==> config.mk <==
export PLATFORM = sky130hd
export DESIGN_NAME = uart_rx
export DESIGN_NICKNAME = d
export VERILOG_FILES = /design/src/rtl/uart_rx.sv
export SDC_FILE = /design/constraint.sdc
export NUM_CORES = 1
export LEC_CHECK = 0
export CAP_MARGIN = 0
export CORE_MARGIN = 2
export CORE_UTILIZATION = 40
export CTS_BUF_LIST = sky130_fd_sc_hd__clkbuf_16
export CTS_CLUSTER_DIAMETER = 200
export CTS_CLUSTER_SIZE = 40
export DETAILED_ROUTE_END_ITERATION = 7
export PLACE_DENSITY_LB_ADDON = 0.1
export SLEW_MARGIN = 15
export SYNTH_ARGS = -nofsm -noshare
export SYNTH_HDL_FRONTEND = slang
export SYNTH_SLANG_ARGS = --single-unit
export TNS_END_PERCENT = 50
==> constraint.sdc <==
create_clock -name CLK -period 3.8 [get_ports CLK]
set_input_delay 1.14 -clock CLK [delete_from_list [all_inputs] [get_ports CLK]]
set_output_delay 1.14 -clock CLK [all_outputs]
set_load 0.05 [all_outputs]
==> src/rtl/uart_rx.sv <==
// uart_rx: 8N1 LSB-first serial receiver with byte strobe, line-idle flag and end-of-packet pulse
//   CLK      in   system clock, rising edge
//   RSTN     in   asynchronous active-low reset
//   rx       in   raw serial line, idle high, asynchronous to CLK
//   rx_ready out  one-CLK strobe, new byte on rx_data
//   rx_data  out  last correctly framed byte, held until the next one
//   rx_idle  out  line has been mark for at least IDLE_BITS bit times
//   rx_eop   out  one-CLK pulse when rx_idle rises after at least one byte
module uart_rx #(
  parameter int CLK_FREQ  = 12000000,
  parameter int BAUD      = 115200,
  parameter int IDLE_BITS = 16
) (
  input  logic       CLK,
  input  logic       RSTN,
  input  logic       rx,
  output logic       rx_ready,
  output logic [7:0] rx_data,
  output logic       rx_idle,
  output logic       rx_eop
);
  localparam int CPB  = CLK_FREQ / BAUD;
  localparam int CW   = $clog2(CPB);
  localparam int ILIM = IDLE_BITS * CPB;
  localparam int IW   = $clog2(ILIM + 1);
  localparam logic [CW-1:0] CPB_M1  = CW'(CPB - 1);
  localparam logic [CW-1:0] HALF_M1 = CW'(CPB / 2 - 1);
  localparam logic [IW-1:0] ILIM_V  = IW'(ILIM);
  typedef enum logic [2:0] {IDLE, START, DATA, STOP, BRK} state_t;
  state_t          state_q, state_d;
  logic [1:0]      sync_q, sync_d;
  logic [CW-1:0]   cnt_q, cnt_d;
  logic [2:0]      bit_q, bit_d;
  logic [7:0]      shift_q, shift_d;
  logic [7:0]      data_q, data_d;
  logic            ready_q, ready_d;
  logic            idle_q, idle_d;
  logic            eop_q, eop_d;
  logic            seen_q, seen_d;
  logic [IW-1:0]   icnt_q, icnt_d;
  logic            rxs;
  assign rxs = sync_q[1];
  always_comb begin
    sync_d  = {sync_q[0], rx};
    state_d = state_q;
    cnt_d   = cnt_q + 1'b1;
    bit_d   = bit_q;
    shift_d = shift_q;
    data_d  = data_q;
    ready_d = 1'b0;
    seen_d  = seen_q;
    case (state_q)
      IDLE: begin
        cnt_d = '0;
        if (!rxs) state_d = START;
      end
      START: if (cnt_q == HALF_M1) begin
        cnt_d   = '0;
        bit_d   = '0;
        state_d = rxs ? IDLE : DATA;
      end
      DATA: if (cnt_q == CPB_M1) begin
        cnt_d          = '0;
        shift_d[bit_q] = rxs;
        bit_d          = bit_q + 1'b1;
        if (bit_q == 3'd7) state_d = STOP;
      end
      STOP: if (cnt_q == CPB_M1) begin
        cnt_d   = '0;
        state_d = rxs ? IDLE : BRK;
        data_d  = rxs ? shift_q : data_q;
        ready_d = rxs;
        seen_d  = seen_q | rxs;
      end
      BRK: begin
        cnt_d = '0;
        if (rxs) state_d = IDLE;
      end
      default: state_d = IDLE;
    endcase
    icnt_d = (state_q == IDLE && rxs) ? ((icnt_q == ILIM_V) ? icnt_q : icnt_q + 1'b1) : '0;
    idle_d = (state_d != IDLE) ? 1'b0 : (idle_q | (icnt_d == ILIM_V));
    eop_d  = idle_d & ~idle_q & seen_q;
    if (eop_d) seen_d = 1'b0;
  end
  always_ff @(posedge CLK or negedge RSTN) begin
    if (!RSTN) begin
      state_q <= IDLE;
      sync_q  <= 2'b11;
      cnt_q   <= '0;
      bit_q   <= '0;
      shift_q <= '0;
      data_q  <= '0;
      ready_q <= 1'b0;
      idle_q  <= 1'b1;
      eop_q   <= 1'b0;
      seen_q  <= 1'b0;
      icnt_q  <= '0;
    end else begin
      state_q <= state_d;
      sync_q  <= sync_d;
      cnt_q   <= cnt_d;
      bit_q   <= bit_d;
      shift_q <= shift_d;
      data_q  <= data_d;
      ready_q <= ready_d;
      idle_q  <= idle_d;
      eop_q   <= eop_d;
      seen_q  <= seen_d;
      icnt_q  <= icnt_d;
    end
  end
  assign rx_ready = ready_q;
  assign rx_data  = data_q;
  assign rx_idle  = idle_q;
  assign rx_eop   = eop_q;
endmodule

=== Word level (Yosys, flattened, before mapping) ===
Cells that the tools add are included.
W data, S select, Z words.

* Register bits after elaboration: 46
* Output and inout port bits: 11
* Input port bits: 3

* Bitwise operators: 5
* Add/sub/neg operators: 3
* Reduce and logical (&&, ||, !) cells: 13
* Muxes and demuxes: 26
* Equality and inequality tests: 11
* $lt $le $gt $ge: 2

{| class="wikitable"
|+ Operator list
! operator !! count
|-
| $mux W3 || 9
|-
| $eq A11 B11 Y1 const B || 2
|-
| $mux W11 || 2
|-
| $pmux W7 S3 || 1
|-
| $pmux W3 S5 || 1
|-
| $mux W7 || 2
|-
| $add A11 B1 Y11 const B || 1
|-
| $bwmux W8 || 1
|-
| $add A7 B1 Y7 const B || 1
|-
| $eq A7 B6 Y1 const B || 1
|-
| $eq A7 B7 Y1 const B || 1
|-
| $mux W1 || 7
|-
| $eq A3 B2 Y1 const B || 2
|-
| $eq A3 B3 Y1 const B || 2
|-
| $pmux W3 S2 || 1
|-
| $reduce_and A3 Y1 || 2
|-
| $reduce_bool A2 Y1 || 3
|-
| $lt A3 B4 Y1 const B || 1
|-
| $ne A2 B2 Y1 const B || 2
|-
| $reduce_and A2 Y1 || 2
|-
| $reduce_or A2 Y1 || 2
|-
| $add A3 B1 Y3 const B || 1
|-
| $demux W1 S3 || 1
|-
| $eq A3 B1 Y1 const B || 1
|-
| other kinds (8) || 11
|}

=== Depth between registers and ports, before layout ===
* Depth after elaboration: 10
* Depth in mapped cells: 8
* Depth with buffers taken out: 8

=== Least setup slack after synthesis ===
OpenSTA, ideal clock, no wires.

* Path kind: register to register
* Start point: reg cnt_q[0]
* End point: reg shift_q[4]
* Setup time: 125 ps
* Period minus slack after synthesis: 2160 ps
* Required time: 3675 ps
* Data arrival time: 2035 ps
* Cell stages (with the launch flop): 7
* Path slack: 1640 ps
* Path through: dfrtp_1 -> ha_1 -> nand3b_1 -> nor4_1 -> nand2b_1 -> nor3b_2 -> mux2_2

* Cells in the longest elaborated chain, start to end: 2

{| class="wikitable"
|+ Ends and longest elaborated chain
! what !! line !! source
|-
| start, declared || 32 || <nowiki>logic [CW-1:0] cnt_q, cnt_d;</nowiki>
|-
| start signal, assigned || 102 || <nowiki>cnt_q <= cnt_d;</nowiki>
|-
| $eq A7 B7 Y1 || 62 || <nowiki>DATA: if (cnt_q == CPB_M1) begin</nowiki>
|-
| $reduce_and A2 Y1 (no line) || - ||
|-
| end signal, assigned || 104 || <nowiki>shift_q <= shift_d;</nowiki>
|-
| end, declared || 34 || <nowiki>logic [7:0] shift_q, shift_d;</nowiki>
|}

Every way passes these cells.
A chain may end at the register's enable or synchronous reset.

=== Final worst setup path ===
* Start point: reg idle_q (netlist: rx_idle)
* End point: out rx_idle

{| class="wikitable"
|+ RTL lines
! what !! line !! source
|-
| start, declared || 37 || <nowiki>logic idle_q, idle_d;</nowiki>
|-
| start signal, assigned || 107 || <nowiki>idle_q <= idle_d;</nowiki>
|-
| end, declared || 19 || <nowiki>output logic rx_idle,</nowiki>
|}

No word-level cell between the ends.

==> results.toml <==
[cts]
clkLatencyLatePin_ns = 0.28
clock_transition_time_at_the_flip_flop_clock_pins_of_the_worst_setup_and_hold_paths_ns = 0.06
hold_buffers = 0
root_buffer_cell = "sky130_fd_sc_hd__clkbuf_16"
cts-root-to-sink-buffers = 2
tritoncts = "yes"
tritoncts.num_buffers = 5
tritoncts_num_sinks = 46
cts_resized = 0
h_tree_depth = 2
post_cts.repair.setup_buffers = 0

[yosys]
yosys.area_share.adder_pct = 2.70
mappedNetlistArea_mm2 = 0.00232
synth.lib_cells_used.distinct = 54
ys_warn_count = 0
number_of_enable_type_register_cells_in_the_synthesized_netlist = 0
combinational_family_with_the_most_area_after_synthesis = "simple AND/OR/NAND/NOR gates"
syn_nets = 238
syn_inst = 230
synth-async-reset-ratio_pct = 100
synth_seq_area_share_pct = 49.9
synth-compound-area-share_pct = 9.40
cell_type_with_the_highest_aggregate_area_in_the_netlist = "sky130_fd_sc_hd__dfrtp_1"
synth_register_bits = 46
synth.mux.area_fraction_pct = 2.92
post_synth_and_or_nand_nor_area_fraction_pct = 26.5
yosys.area_share.xor_xnor_pct = 5.67
synth_area_per_cell_um2 = 10.1
synth_largest_type_area_fraction_pct = 46.5
synth.top_cells.by_area = "sky130_fd_sc_hd__dfrtp_1, sky130_fd_sc_hd__nand2_1, sky130_fd_sc_hd__nor2_1, sky130_fd_sc_hd__dfstp_2, sky130_fd_sc_hd__xnor2_1"
postSynth.topFlopCell = "sky130_fd_sc_hd__dfrtp_1"

[setup_path]
arrival_time_reported_for_the_critical_path_endpoint_ns = 1.61
crit_chain = "clkdlybuf4s50_1"
reg2reg_from = "sync_q[1]"
reg2reg_slack_ns = 1.33
worst_setup_path_startpoint = "rx_idle"
startpoint_class_of_the_critical_path = "register"
cp_slowest_stage_delay_ns = 0.80
worst_r2r_endpoint = "seen_q"
cpMaxStageDelayCell = "sky130_fd_sc_hd__clkdlybuf4s50_1"
timing_worst_setup_path_type = "register to primary output"
critPathCaptureType = "primary output"
required_ns = 2.66
worst_path_dominant_cell_family = "buffers and inverters"
crit_buf_inv = 1
crit_fanout = 3
r2r.worst_path.cells = 6

[sta]
relSlewSlack_pct = 46.2
layout_worst_path_cycle_share_pct = 72.5
timing_worst_slew_pin_value_ns = 0.800
setup_viol_count_final = 0
hold_viol_final = 0
setup-tns-final_ns = 0
max_clock_freq_mhz = 363
final.setup_skew_ns = 0.00473
timing.final.crit_period_ns = 2.75
setup_repair_after_global_routing_missed_its_margin = "no"
timing.final.max_slew_violations = 0

[pwr]
power.clock.fraction_pct = 48.6
p_switching_w = 0.000183
pwr-share-seq_pct = 50.2
power.share.combinational_pct = 1.2
switching_part_of_the_total_pct = 18.6
power_density_mw_per_mm2 = 370
p_leak_nw = 1.15
report.power.total_w = 0.000984
internal_power_w = 0.000801
irDropWorstVdd_v = 0.000235

[cells_and_area]
diodes = 0
cell_area_after_layout_mm2 = 0.00266
syn_to_layout_area_delta_pct = 15.0
finish.net_count = 251
drive_above_1_share_pct = 11.5
fin_util_pct = 48.1
fin_cells = 316

[die]
core-area_mm2 = 0.00554
design.portCount = 14
die_y_um = 80.1
std_cell_rows = 27
fp.dieArea_mm2 = 0.00641
start_util_pct = 41.8
die-width_um = 80.1

[detailed_routing]
drtPass1Iterations = 4
routed_wl_mm = 4.36
total_number_of_vias = 1641
drc = 0
via_count_normalized_by_instance_count = 5.19
avgRoutedWirePerCell_um = 13.8
iteration_0_drc_markers = 51
antenna_left = 0

[placement]
dpl_cell_area_mm2 = 0.00249
gpl.final_weighted_congestion = 0.789
numPortBuffers = 13
place_inst = 308
dpl.hpwl_mm = 3.05

[grt]
number_of_antenna_violations_at_the_first_check_in_global_routing = 0
grt_max_degree = 47
number_of_global_route_vias_before_repair = 1674
grt_overflow = 0
met1_track_utilization_from_global_routing_pct = 22.4
busiest_layer = "met2"
grt.met2_usage_pct = 25.2
grt_pass1_wl_mm = 7.96
track_usage_pct = 15.9
met3_usage_pct = 3.37

[run_status]
status = "finished clean"

[hold_path]
beginning_of_the_worst_hold_path = "sync_q[0]"
min_path_cells = 0
worstHoldPathType = "register to register"
min_delay_worst_endpoint = "sync_q[1]"

[job]
cap_viol_max_count = 0
cell type report:
| cell class | count | area (um2) |
|---|---|---|
| fill | 528 | 2880 |
| sequential | 46 | 1150 |
| multi-input combinational | 169 | 1090 |
| timing repair buffer | 13 | 128 |
| clock buffer | 5 | 125 |
| tap | 72 | 90.1 |
| clock inverter | 3 | 41.3 |
| inverter | 8 | 30.0 |
power groups by stage:
stage | sequential (W) | clock [W] | combinational [W]
after floorplan | 0.000501 | 0 | 0.00000205
after global placement | 0.000502 | 0 | 0.0000125
after detailed placement | 0.000503 | 0 | 0.0000126
after CTS | 0.000494 | 0.000494 | 0.0000126
after global routing | 0.000494 | 0.000512 | 0.0000147
final | 0.000494 | 0.000479 | 0.0000118
flip-flops by register name, indices dropped and copies added (netlist names):
signal / count
rx_ready: 1
state_q: 3
bit_q: 3
rx_data: 8
shift_q: 8
icnt_q: 11
sync_q: 2
seen_q: 1
rx_eop: 1
cnt_q: 7
rx_idle: 1
logic make-up after synthesis:
family	Yosys count
xor gates and xnor gates	15
muxes	6
buffers and inverters	15
and+or+nand+nor	114
adders and majority gates	5
DFF	46
AOI/OAI and AO/OA	29
synthesized netlist by cell type (all sizes together), types with 3 or more instances:
cell type,count
dfrtp,43
nand2,35
nor2,25
inv,8
nand3,8
xnor2,8
xor2,7
mux2,6
nand4,6
a21oi,5
ha,5
nor3,5
and2,4
buf,4
nand3b,4
nor3b,4
nor4b,4
a211oi,3
clkbuf,3
dfstp,3
nand2b,3
nor4,3
o21ai,3
o31ai,3
per-layer routing:
metal / vias up / wire length (um)
met5: - / 0
met1: 778 / 2210
met4: 0 / 34
met3: 4 / 102
li1: 840 / -
met2: 19 / 2020
cells in the final DEF, fill, tap and decap left out, types with 3 or more instances in the layout:
cell                              synthesis  layout
sky130_fd_sc_hd__nand3b_1                 4       4
sky130_fd_sc_hd__nor4b_1                  3       3
sky130_fd_sc_hd__nand4_1                  6       6
sky130_fd_sc_hd__nor2_1                  25      25
sky130_fd_sc_hd__nand2_1                 35      35
sky130_fd_sc_hd__mux2_2                   6       6
sky130_fd_sc_hd__a211oi_1                 3       3
sky130_fd_sc_hd__clkbuf_16                0       5
sky130_fd_sc_hd__a21oi_1                  5       5
sky130_fd_sc_hd__clkdlybuf4s50_1          0      12
sky130_fd_sc_hd__nor3_1                   5       5
sky130_fd_sc_hd__xnor2_1                  8       8
sky130_fd_sc_hd__xor2_1                   7       7
sky130_fd_sc_hd__dfstp_2                  3       3
sky130_fd_sc_hd__nand2b_1                 3       3
sky130_fd_sc_hd__nand3_1                  8       8
sky130_fd_sc_hd__and2_1                   4       4
sky130_fd_sc_hd__ha_1                     5       5
sky130_fd_sc_hd__dfrtp_1                 43      43
sky130_fd_sc_hd__inv_1                    8       9
per-stage QoR:
step / worst slack, ns / hold WS (ns)
final: 1.05 / 0.358
after global routing: 1.01 / 0.358
after CTS: 1.03 / 0.358
after detailed placement: 1.31 / 0.348
after global placement: 1.35 / 0.347
after floorplan: 1.64 / 0.345
how the worst max path moves through the flow:
| stage | endpoint | cells past startpoint |
|---|---|---|
| final | rx_idle | 1 |
| after global routing | rx_idle | 1 |
| after CTS | rx_idle | 1 |
| after detailed placement | seen_q | 6 |
| after global placement | rx_idle | 1 |
| after floorplan | shift_q[4] | 6 |
Power figures use the tool's default switching activity.
